===== src/rtl/spi_flash_pkg.sv =====
// Shared definitions for the SPI flash controller slice.
// - SPI controller state codes, as driven on the assembler's `state` input.
// - Assembler FSM state type.
package spi_flash_pkg;

  localparam logic [3:0] ST_IDLE           = 4'h0;
  localparam logic [3:0] ST_SEND_CODE_ADDR = 4'h1;
  localparam logic [3:0] ST_READ_WAIT      = 4'h2;
  localparam logic [3:0] ST_WRITE_DATA     = 4'h3;
  localparam logic [3:0] ST_FINISH_DONE    = 4'h4;

  typedef enum logic {
    AS_IDLE    = 1'b0,
    AS_COLLECT = 1'b1
  } asm_state_e;

endpackage


===== src/rtl/spi_flash_word_fifo.sv =====
// Synchronous show-ahead FIFO for assembled words.
// Ports:
//   clk, rst_n : clock, asynchronous active-low reset
//   push, din  : write request and data
//                (taken when not full, or when a pop happens in the same cycle)
//   pop        : remove the head (ignored when empty)
//   dout       : head entry, forced to 0 while empty
//   full, empty, level : occupancy status
module spi_flash_word_fifo #(
  parameter int unsigned WIDTH = 8,
  parameter int unsigned DEPTH = 4
) (
  input  logic                       clk,
  input  logic                       rst_n,
  input  logic                       push,
  input  logic                       pop,
  input  logic [WIDTH-1:0]           din,
  output logic [WIDTH-1:0]           dout,
  output logic                       full,
  output logic                       empty,
  output logic [$clog2(DEPTH+1)-1:0] level
);

  localparam int unsigned PW = $clog2(DEPTH);
  localparam int unsigned LW = $clog2(DEPTH+1);

  logic [WIDTH-1:0] mem_q [DEPTH];
  logic [PW-1:0]    wr_ptr_q, rd_ptr_q;
  logic [LW-1:0]    level_q;
  logic             wr_en, rd_en;

  assign full  = (level_q == LW'(DEPTH));
  assign empty = (level_q == '0);
  assign level = level_q;

  // A pop frees the slot in the same cycle, so a push to a full FIFO still lands.
  assign wr_en = push & (~full | pop);
  assign rd_en = pop & ~empty;

  always_ff @(posedge clk or negedge rst_n) begin
    if (!rst_n) begin
      wr_ptr_q <= '0;
      rd_ptr_q <= '0;
      level_q  <= '0;
    end else begin
      if (wr_en) wr_ptr_q <= wr_ptr_q + PW'(1);
      if (rd_en) rd_ptr_q <= rd_ptr_q + PW'(1);
      case ({wr_en, rd_en})
        2'b10:   level_q <= level_q + LW'(1);
        2'b01:   level_q <= level_q - LW'(1);
        default: level_q <= level_q;
      endcase
    end
  end

  always_ff @(posedge clk) begin
    if (wr_en) mem_q[wr_ptr_q] <= din;
  end

  assign dout = empty ? '0 : mem_q[rd_ptr_q];

endmodule


===== src/rtl/spi_flash_word_assembler.sv =====
// Packs the SPI read byte stream into BYTES_PER_WORD-byte words, selectable byte order,
// with zero-padded partial final words. Words are buffered in a FIFO and offered on a
// valid/ready port.
// Ports:
//   spi_clk, spi_resetn   : clock, asynchronous active-low reset
//   state                 : SPI controller state code; bytes are collected in ST_READ_WAIT
//   cmd_done              : ends the burst
//   cmd_rvalid/cmd_rdata  : read byte strobe and data
//   big_endian            : byte order, latched at burst start
//   out_valid/out_ready   : head handshake
//   out_data/out_bytes/out_last : head word, valid byte count, last-of-burst
//   fifo_level            : words held
//   overflow/clr_overflow : sticky drop flag and its clear
module spi_flash_word_assembler
  import spi_flash_pkg::*;
#(
  parameter int unsigned BYTES_PER_WORD = 4,
  parameter int unsigned DEPTH          = 4,
  parameter logic [3:0]  ST_READ_WAIT   = spi_flash_pkg::ST_READ_WAIT
) (
  input  logic                                spi_clk,
  input  logic                                spi_resetn,
  input  logic [3:0]                          state,
  input  logic                                cmd_done,
  input  logic                                cmd_rvalid,
  input  logic [7:0]                          cmd_rdata,
  input  logic                                big_endian,
  output logic                                out_valid,
  input  logic                                out_ready,
  output logic [8*BYTES_PER_WORD-1:0]         out_data,
  output logic [$clog2(BYTES_PER_WORD+1)-1:0] out_bytes,
  output logic                                out_last,
  output logic [$clog2(DEPTH+1)-1:0]          fifo_level,
  output logic                                overflow,
  input  logic                                clr_overflow
);

  localparam int unsigned W  = 8 * BYTES_PER_WORD;
  localparam int unsigned KW = (BYTES_PER_WORD > 1) ? $clog2(BYTES_PER_WORD) : 1;
  localparam int unsigned BW = $clog2(BYTES_PER_WORD + 1);
  localparam int unsigned RW = W + BW + 1;
  localparam logic [KW-1:0] K_LAST = KW'(BYTES_PER_WORD - 1);

  asm_state_e    fsm_q, fsm_d;
  logic          be_q, be_d;
  logic [KW-1:0] k_q, k_d;
  logic [W-1:0]  asm_q, asm_d;
  logic          ovf_q, ovf_d;

  logic          in_rw, acc, be_eff;
  int unsigned   lane;
  logic [W-1:0]  word_w;
  logic [BW-1:0] k_after;

  logic          push, push_last;
  logic [BW-1:0] push_bytes;
  logic          pop, fifo_full, fifo_empty;
  logic [RW-1:0] fifo_dout;

  assign in_rw   = (state == ST_READ_WAIT);
  assign acc     = in_rw & cmd_rvalid;
  // The byte arriving on the IDLE->COLLECT cycle must use the mode being latched.
  assign be_eff  = (fsm_q == AS_IDLE) ? big_endian : be_q;
  assign k_after = BW'(k_q) + BW'(acc);

  always_comb begin
    lane   = be_eff ? (BYTES_PER_WORD - 1 - 32'(k_q)) : 32'(k_q);
    word_w = asm_q;
    if (acc) word_w[8*lane +: 8] = cmd_rdata;
  end

  always_comb begin
    logic active;
    fsm_d      = fsm_q;
    be_d       = be_q;
    k_d        = k_q;
    asm_d      = asm_q;
    push       = 1'b0;
    push_bytes = BW'(BYTES_PER_WORD);
    push_last  = 1'b0;
    active     = 1'b0;

    case (fsm_q)
      AS_IDLE: begin
        if (in_rw) begin
          fsm_d  = AS_COLLECT;
          be_d   = big_endian;
          active = 1'b1;
        end
      end
      AS_COLLECT: active = 1'b1;
      default:    fsm_d  = AS_IDLE;
    endcase

    if (active) begin
      if (acc && (k_q == K_LAST)) begin
        push       = 1'b1;
        push_bytes = BW'(BYTES_PER_WORD);
        push_last  = cmd_done;
        k_d        = '0;
        asm_d      = '0;
        if (cmd_done) fsm_d = AS_IDLE;
      end else if (cmd_done) begin
        if (k_after != '0) begin
          push       = 1'b1;
          push_bytes = k_after;
          push_last  = 1'b1;
        end
        k_d   = '0;
        asm_d = '0;
        fsm_d = AS_IDLE;
      end else if (!in_rw) begin
        // Controller abandoned the read: drop the partial word silently.
        k_d   = '0;
        asm_d = '0;
        fsm_d = AS_IDLE;
      end else if (acc) begin
        k_d   = k_q + KW'(1);
        asm_d = word_w;
      end
    end
  end

  assign pop = ~fifo_empty & out_ready;

  always_comb begin
    ovf_d = ovf_q;
    if (clr_overflow) ovf_d = 1'b0;
    if (push && fifo_full && !pop) ovf_d = 1'b1;
  end

  always_ff @(posedge spi_clk or negedge spi_resetn) begin
    if (!spi_resetn) begin
      fsm_q <= AS_IDLE;
      be_q  <= 1'b0;
      k_q   <= '0;
      asm_q <= '0;
      ovf_q <= 1'b0;
    end else begin
      fsm_q <= fsm_d;
      be_q  <= be_d;
      k_q   <= k_d;
      asm_q <= asm_d;
      ovf_q <= ovf_d;
    end
  end

  spi_flash_word_fifo #(
    .WIDTH (RW),
    .DEPTH (DEPTH)
  ) u_fifo (
    .clk   (spi_clk),
    .rst_n (spi_resetn),
    .push  (push),
    .pop   (pop),
    .din   ({push_last, push_bytes, word_w}),
    .dout  (fifo_dout),
    .full  (fifo_full),
    .empty (fifo_empty),
    .level (fifo_level)
  );

  assign out_valid                       = ~fifo_empty;
  assign {out_last, out_bytes, out_data} = fifo_dout;
  assign overflow                        = ovf_q;

endmodule

===== config.mk =====
export PLATFORM = sky130hd
export DESIGN_NAME = spi_flash_word_assembler
export DESIGN_NICKNAME = d
export VERILOG_FILES = /design/src/rtl/spi_flash_pkg.sv /design/src/rtl/spi_flash_word_fifo.sv /design/src/rtl/spi_flash_word_assembler.sv
export SDC_FILE = /design/constraint.sdc
export NUM_CORES = 1
export LEC_CHECK = 0
export CORE_MARGIN = 2
export CORE_UTILIZATION = 25
export CTS_CLUSTER_DIAMETER = 30
export DETAILED_ROUTE_END_ITERATION = 8
export MAX_ROUTING_LAYER = met4
export SYNTH_ARGS = -nofsm -noshare
export SYNTH_HDL_FRONTEND = slang
export SYNTH_SLANG_ARGS = --single-unit

===== constraint.sdc =====
create_clock -name spi_clk -period 7.1 [get_ports spi_clk]
set_input_delay 2.13 -clock spi_clk [delete_from_list [all_inputs] [get_ports spi_clk]]
set_output_delay 2.13 -clock spi_clk [all_outputs]
set_load 0.01 [all_outputs]

==> impl_metrics.csv, run 1 <==
group,metric,value,unit
status,status,"finished, final reports clean",
die,ios,60,
sta,post-route-period-util,0.746,
synth,synth_area_per_cell,17.9,sq um
die,rows,65,
detailed_routing,vias_per_cell,4.38,
clock_network,ctsHtreeMaxLevel,4,
synth,ys_ff_latch,188,
synth,synth_cell_type_count,34,
placed_design,place_congestion,0.750,
worst_setup_path,arrival,5.65,ns
placed_design,dp_hpwl,10600,microns
detailed_routing,num_vias,4060,
pwr,power.density,319,mW/mm^2
sta,fmax,189,MHz
grt,grt_start_max_net_pins,45,
detailed_routing,route.detailed.drc,0,
worst_setup_path,cp.required,7.45,ns
cells_and_area,nets,540,
worst_setup_path,r2r_cells,12,
worst_setup_path,cpMaxStageDelayCell,"nor4b_4",
clock_network,clock-sinks,188,
die,design.die.area,0.0330,sq mm
clock_network,cts_tree,"done",
sta,setup_tns,0,ns
worst_setup_path,worstSetupStartpointType,"input port",
detailed_routing,dr.pass1.iters,6,
die,die_y,182,microns
grt,antenna_found_initial,0,
clock_network,cts_resized,0,
sta,drv_slew,0,
detailed_routing,postRouteWirelength,16400,microns
worst_setup_path,cpLargestDelayFamily,"adder cells",
die,die_x,182,microns
grt,grt_pass1_vias,4125,
clock_network,cts-hold-fix-buffers,0,
clock_network,worst_skew_pair.late_latency,0.43,ns
synth,ys_seq_area_frac,0.687,
cells_and_area,nFillCells,3025,
cells_and_area,final_layout_size_suffix_gt1_frac,0.192,
cells_and_area,finalNonFillerCells,927,
worst_hold_path,hold_path_class,"flip-flop to flip-flop",
synth,synth_cells,440,
worst_setup_path,worst-path-buf-inv,4,
sta,hold_viol_final,0,
grt,grt.total_usage,0.106,
sta,finalSetupViolCount,0,
worst_setup_path,r2r_start,"k_q[0]",
sta,slew_headroom,0.347,
sta,tightest_slew,0.979,ns
clock_network,cts_buffers,17,
cells_and_area,final_cell_mix,"144 x edfxtp_1, 58 x clkdlybuf4s50_1, 49 x a22o_1, 45 x and2_1, 43 x dfrtp_1",
synth,syn_area,0.00790,sq mm
synth,synthesis.nets,468,
worst_hold_path,min_to,"asm_q[5]",
synth,ys_warn_count,0,
detailed_routing,wire_per_inst,17.7,microns
worst_setup_path,slowest_delay,0.54,ns
clock_network,path_clk_slew,0.06,ns
worst_hold_path,worstHoldStart,"asm_q[5]",
cells_and_area,regArea,0.00543,sq mm
job,cap_violations,0,
die,initial_core_util,0.252,
cells_and_area,synthToLayoutAreaGrowth,20.8,%
clock_network,postCtsSetupRepairBufs,0,
worst_setup_path,reg2reg_setup_slack,4.24,ns
cells_and_area,final_common_cell,"edfxtp_1",
sta,final.min_clock_period,5.30,ns
placed_design,dpl_cell_area,0.00899,sq mm
cells_and_area,num_antenna_cells,0,
worst_hold_path,hold_depth,1,
sta,clock_skew,0.00594,ns
placed_design,placed_cells,895,
pwr,total_leakage_power,3.49,nW
grt,grt_pass1_wl,25200,microns
detailed_routing,ant_nets,0,
placed_design,numPortBuffers,59,
die,core-area,0.0313,sq mm
worst_setup_path,criticalPathCategory,"input port to flip-flop",
cells_and_area,final_area,0.00953,sq mm
pwr,vdd_ir_drop_max,0.179,mV
cells_and_area,multi_input_area,0.00238,sq mm
clock_network,clock_path_buffers,2,
worst_setup_path,r2r-end,"u_fifo.level[2]",
clock_network,clockRootBuffer,"clkbuf_16",
grt,gr-total-overflow,0,
worst_setup_path,end_kind,"flip-flop",
detailed_routing,drtIter0Drc,282,
sta,grt_setup_unrepaired,"no",
worst_setup_path,crit_chain,"clkdlybuf4s50_1, nor4b_4, nand2_1, inv_1, ha_1, ha_1, o31a_1, o21ai_0, a21oi_2, inv_1, ha_1, inv_1, fa_1, xor2_1, nor2_1, xor2_1",
worst_setup_path,critPathMaxFanout,10,
area by class of cell:
| type | instances | share of cell area |
|---|---|---|
| clock buffer | 23 | 0.0470 |
| clock inverter | 9 | 0.0104 |
| inverter | 9 | 0.00354 |
| multi-input combinational | 229 | 0.249 |
| sequential | 188 | 0.569 |
| tap | 402 | 0.0528 |
| timing repair buffer | 67 | 0.0677 |
synth_stat cells:
cell      instances  area [sq um]
nand4_1           1          6.26
nor2b_1          10          62.6
a21o_1            1          7.51
or2_2             2          12.5
a21oi_2           1          8.76
nand2b_1          4          25.0
nand3_1           3          15.0
o221ai_2          4          60.1
clkbuf_1          7          26.3
a22o_1           49           429
o31a_1            1          8.76
xnor2_1           3          26.3
mux4_2           36           811
o21ai_0           2          10.0
edfxtp_1        144          4320
ha_1              8           100
dfrtp_1          44          1100
buf_1             3          11.3
mux2i_1           9          90.1
a21bo_2           1          10.0
or3_1             1          6.26
and2_1           45           282
fa_1              1          20.0
nand2_1           8          30.0
mux2i_4           1          22.5
xor2_1            3          26.3
and3_1            1          6.26
buf_2             4          20.0
nor4b_1           1          8.76
mux2_2           18           203
nor2_1           12          45.0
nor2_4            2          22.5
inv_1             9          33.8
nor4b_4           1          23.8
flip-flops by register name (all words and copies together) (netlist names):
| register | cells |
|---|---|
| u_fifo.wr_ptr_q | 2 |
| overflow | 1 |
| fsm_q | 1 |
| asm_q | 32 |
| u_fifo.level | 3 |
| u_fifo.mem_q | 144 |
| u_fifo.rd_ptr_q | 2 |
| be_q | 1 |
| k_q | 2 |
worst reg2reg max path: cells and delay by family (launching register included):
family / cells / cell delay [ns]
AOI/OAI and AO/OA: 3 / 0.59
xor gates and xnor gates: 2 / 0.30
adders and majority gates: 4 / 1.12
buffers and inverters: 2 / 0.16
DFF: 1 / 0.51
and+or+nand+nor: 1 / 0.11
per-stage QoR:
step            util  worst slack (ns)  hold WS, ns  total power (W)
2_1_floorplan      -              2.06        0.469          0.00178
3_3_place_gp   0.287              1.44        0.486          0.00221
3_5_place_dp   0.287              1.39        0.487          0.00221
4_1_cts        0.304              1.75        0.506          0.00310
5_1_grt        0.304              1.50        0.517          0.00320
6_report       0.304              1.80        0.505          0.00304
worst max-delay path by stage:
| stage | cells after the start | slack, ns | from | end |
|---|---|---|---|---|
| 5_1_grt | 16 | 1.50 | state[0] | u_fifo.level[2] |
| 6_report | 16 | 1.80 | state[0] | u_fifo.level[2] |
| 2_1_floorplan | 9 | 2.06 | state[0] | u_fifo.mem_q[0][0] |
| 3_5_place_dp | 16 | 1.39 | state[0] | u_fifo.level[2] |
| 3_3_place_gp | 16 | 1.44 | state[0] | u_fifo.level[2] |
| 4_1_cts | 4 | 1.75 | u_fifo.rd_ptr_q[0] | out_last |
kinds of logic after synthesis:
| group | after synthesis | share of synthesized area |
|---|---|---|
| AO/OA/AOI/OAI | 59 | 0.0677 |
| XOR/XNOR | 6 | 0.00666 |
| adder cells (fa/ha/maj) | 9 | 0.0152 |
| buffers and inverters | 23 | 0.0116 |
| flip-flops | 188 | 0.687 |
| multiplexers | 64 | 0.143 |
| AND/OR/NAND/NOR | 91 | 0.0691 |
layer usage:
layer / global-route usage / vias up / routed length [microns]
met4: 0.0377 / 0 / 208
li1: - / 1885 / -
met2: 0.163 / 83 / 7710
met1: 0.140 / 2075 / 7660
met3: 0.0227 / 17 / 793
met5: - / - / 0
power breakdown:
| part | internal (W) | leakage (nW) | switching, W |
|---|---|---|---|
| sequential | 0.00121 | 2.02 | 0.0000939 |
| combinational | 0.000506 | 1.21 | 0.000342 |
| clock | 0.000514 | 0.262 | 0.000375 |
| total | 0.00223 | 3.49 | 0.000811 |
No activity file was read; power rests on OpenSTA's default activity.
==> run 2, diff against run 1 <==
==> constraint.sdc (replaced) <==
create_clock -name spi_clk -period 4.7 [get_ports spi_clk]
set_input_delay 1.41 -clock spi_clk [delete_from_list [all_inputs] [get_ports spi_clk]]
set_output_delay 1.41 -clock spi_clk [all_outputs]
set_load 0.01 [all_outputs]
==> impl_metrics.csv, run 2 (synthesis gave the netlist of run 1 again) <==
group,metric,value,unit
detailed_routing,dr.pass1.iters,4,
cells_and_area,final_common_cell,"edfxtp_1",
sta,setup_tns,0,ns
die,design.die.area,0.0330,sq mm
sta,slew_headroom,0.296,
grt,gr-total-overflow,0,
grt,antenna_found_initial,0,
cells_and_area,synthToLayoutAreaGrowth,21.7,%
pwr,power,0.00469,W
sta,final.min_clock_period,4.06,ns
worst_setup_path,criticalPathCategory,"input port to flip-flop",
worst_hold_path,hold_path_class,"flip-flop to flip-flop",
job,cap_violations,0,
sta,grt_setup_unrepaired,"no",
pwr,power.density,488,mW/mm^2
cells_and_area,final_layout_size_suffix_gt1_frac,0.208,
clock_network,clock-sinks,188,
sta,post-route-period-util,0.864,
clock_network,clock_path_buffers,2,
pwr,total_leakage_power,3.53,nW
sta,finalSetupViolCount,0,
detailed_routing,drtIter0Drc,224,
grt,grt_pass1_wl,25700,microns
cells_and_area,regMostFlops,"u_fifo.mem_q",
worst_setup_path,arrival,4.41,ns
clock_network,postCtsSetupRepairBufs,0,
cells_and_area,finalNonFillerCells,930,
placed_design,dp_hpwl,10400,microns
placed_design,placed_cells,898,
detailed_routing,wire_per_inst,17.6,microns
status,status,"finished, final reports clean",
detailed_routing,ant_nets,0,
placed_design,numPortBuffers,59,
grt,grt_pass1_vias,4356,
clock_network,worst_skew_pair.late_latency,0.42,ns
sta,clock_skew,0.00713,ns
grt,grt.total_usage,0.107,
cells_and_area,nFillCells,3027,
cells_and_area,fin_util,0.307,
sta,tightest_slew,1.06,ns
clock_network,cts_buffers,17,
clock_network,clockRootBuffer,"clkbuf_16",
detailed_routing,vias_per_cell,4.48,
clock_network,cts_resized,0,
cells_and_area,num_antenna_cells,0,
cells_and_area,final_cell_mix,"144 x edfxtp_1, 58 x clkdlybuf4s50_1, 49 x a22o_1, 45 x and2_1, 43 x dfrtp_1",
die,die_x,182,microns
clock_network,path_clk_slew,0.07,ns
sta,hold_viol_final,0,
cells_and_area,nets,543,
die,die_y,182,microns
worst_setup_path,worstSetupStartpointType,"input port",
detailed_routing,route.detailed.drc,0,
cells_and_area,largest_reg_flops,144,
sta,drv_slew,0,
worst_setup_path,critPathMaxFanout,3,
grt,grt_start_max_net_pins,45,
worst_setup_path,cp.required,5.05,ns
die,initial_core_util,0.252,
sta,fmax,246,MHz
pwr,vdd_ir_drop_max,0.289,mV
die,rows,65,
clock_network,cts-hold-fix-buffers,0,
worst_setup_path,end_kind,"flip-flop",
clock_network,cts_tree,"done",
placed_design,place_congestion,0.794,
detailed_routing,postRouteWirelength,16400,microns
detailed_routing,num_vias,4165,
die,ios,60,
clock_network,ctsHtreeMaxLevel,4,
die,core-area,0.0313,sq mm
-- run 2: where the power goes --
part / leakage (nW) / switching (W) / internal [W]
sequential: 2.02 / 0.0000642 / 0.00183
combinational: 1.23 / 0.000594 / 0.000775
clock: 0.289 / 0.000632 / 0.000794
total: 3.53 / 0.00129 / 0.00340
-- run 2: layer usage --
| layer | vias to the layer above | part of all wire | GRT usage |
|---|---|---|---|
| met1 | 2160 | 0.48 | 0.142 |
| met3 | 17 | 0.038 | 0.0183 |
| met5 | - | 0 | - |
| li1 | 1888 | - | - |
| met2 | 100 | 0.47 | 0.165 |
| met4 | 0 | 0.015 | 0.0380 |
-- run 2: area by class of cell --
type	count	area, sq um	area share
flip-flops and latches	188	5430	0.565
multi-input cells	229	2380	0.248
repair buffers	70	681	0.0709
well taps	402	503	0.0524
clock buffers	17	425	0.0443
clock inverters	15	159	0.0165
inverters	9	33.8	0.00352
-- run 2: worst paths after layout --
| path | slack, ns | cells after the start | startpoint | to |
|---|---|---|---|---|
| setup / recovery | 0.64 | 16 | state[0] | u_fifo.level[2] |
| max in group asynchronous | 2.82 | 1 | spi_resetn | u_fifo.rd_ptr_q[0] |
| setup reg to reg | 1.96 | 12 | k_q[0] | u_fifo.level[2] |
| hold reg to reg | 0.50 | 1 | asm_q[0] | asm_q[0] |
| hold / removal | 0.50 | 1 | asm_q[0] | asm_q[0] |
| min in group asynchronous | 1.17 | 1 | spi_resetn | u_fifo.level[2] |
-- run 2: stage by stage --
| stage | setup WS, ns | cell area [sq um] | hold slack (ns) |
|---|---|---|---|
| final | 0.640 | 9610 | 0.503 |
| after global routing | 0.390 | 9610 | 0.518 |
| after detailed placement | 0.181 | 9020 | 0.487 |
| after CTS | 0.597 | 9610 | 0.507 |
| after global placement | 0.255 | 9020 | 0.484 |
| after floorplan | 0.381 | 7900 | 0.469 |
-- run 2: critical path, cell delays in order --
cell	delay [ns]
clkdlybuf4s50_1	0.44
nor4b_4	0.30
nand2_1	0.12
inv_1	0.12
ha_1	0.16
ha_1	0.25
o31a_1	0.29
o21ai_0	0.13
a21oi_2	0.11
inv_1	0.08
ha_1	0.18
inv_1	0.06
fa_1	0.37
xor2_1	0.15
nor2_1	0.11
xor2_1	0.15
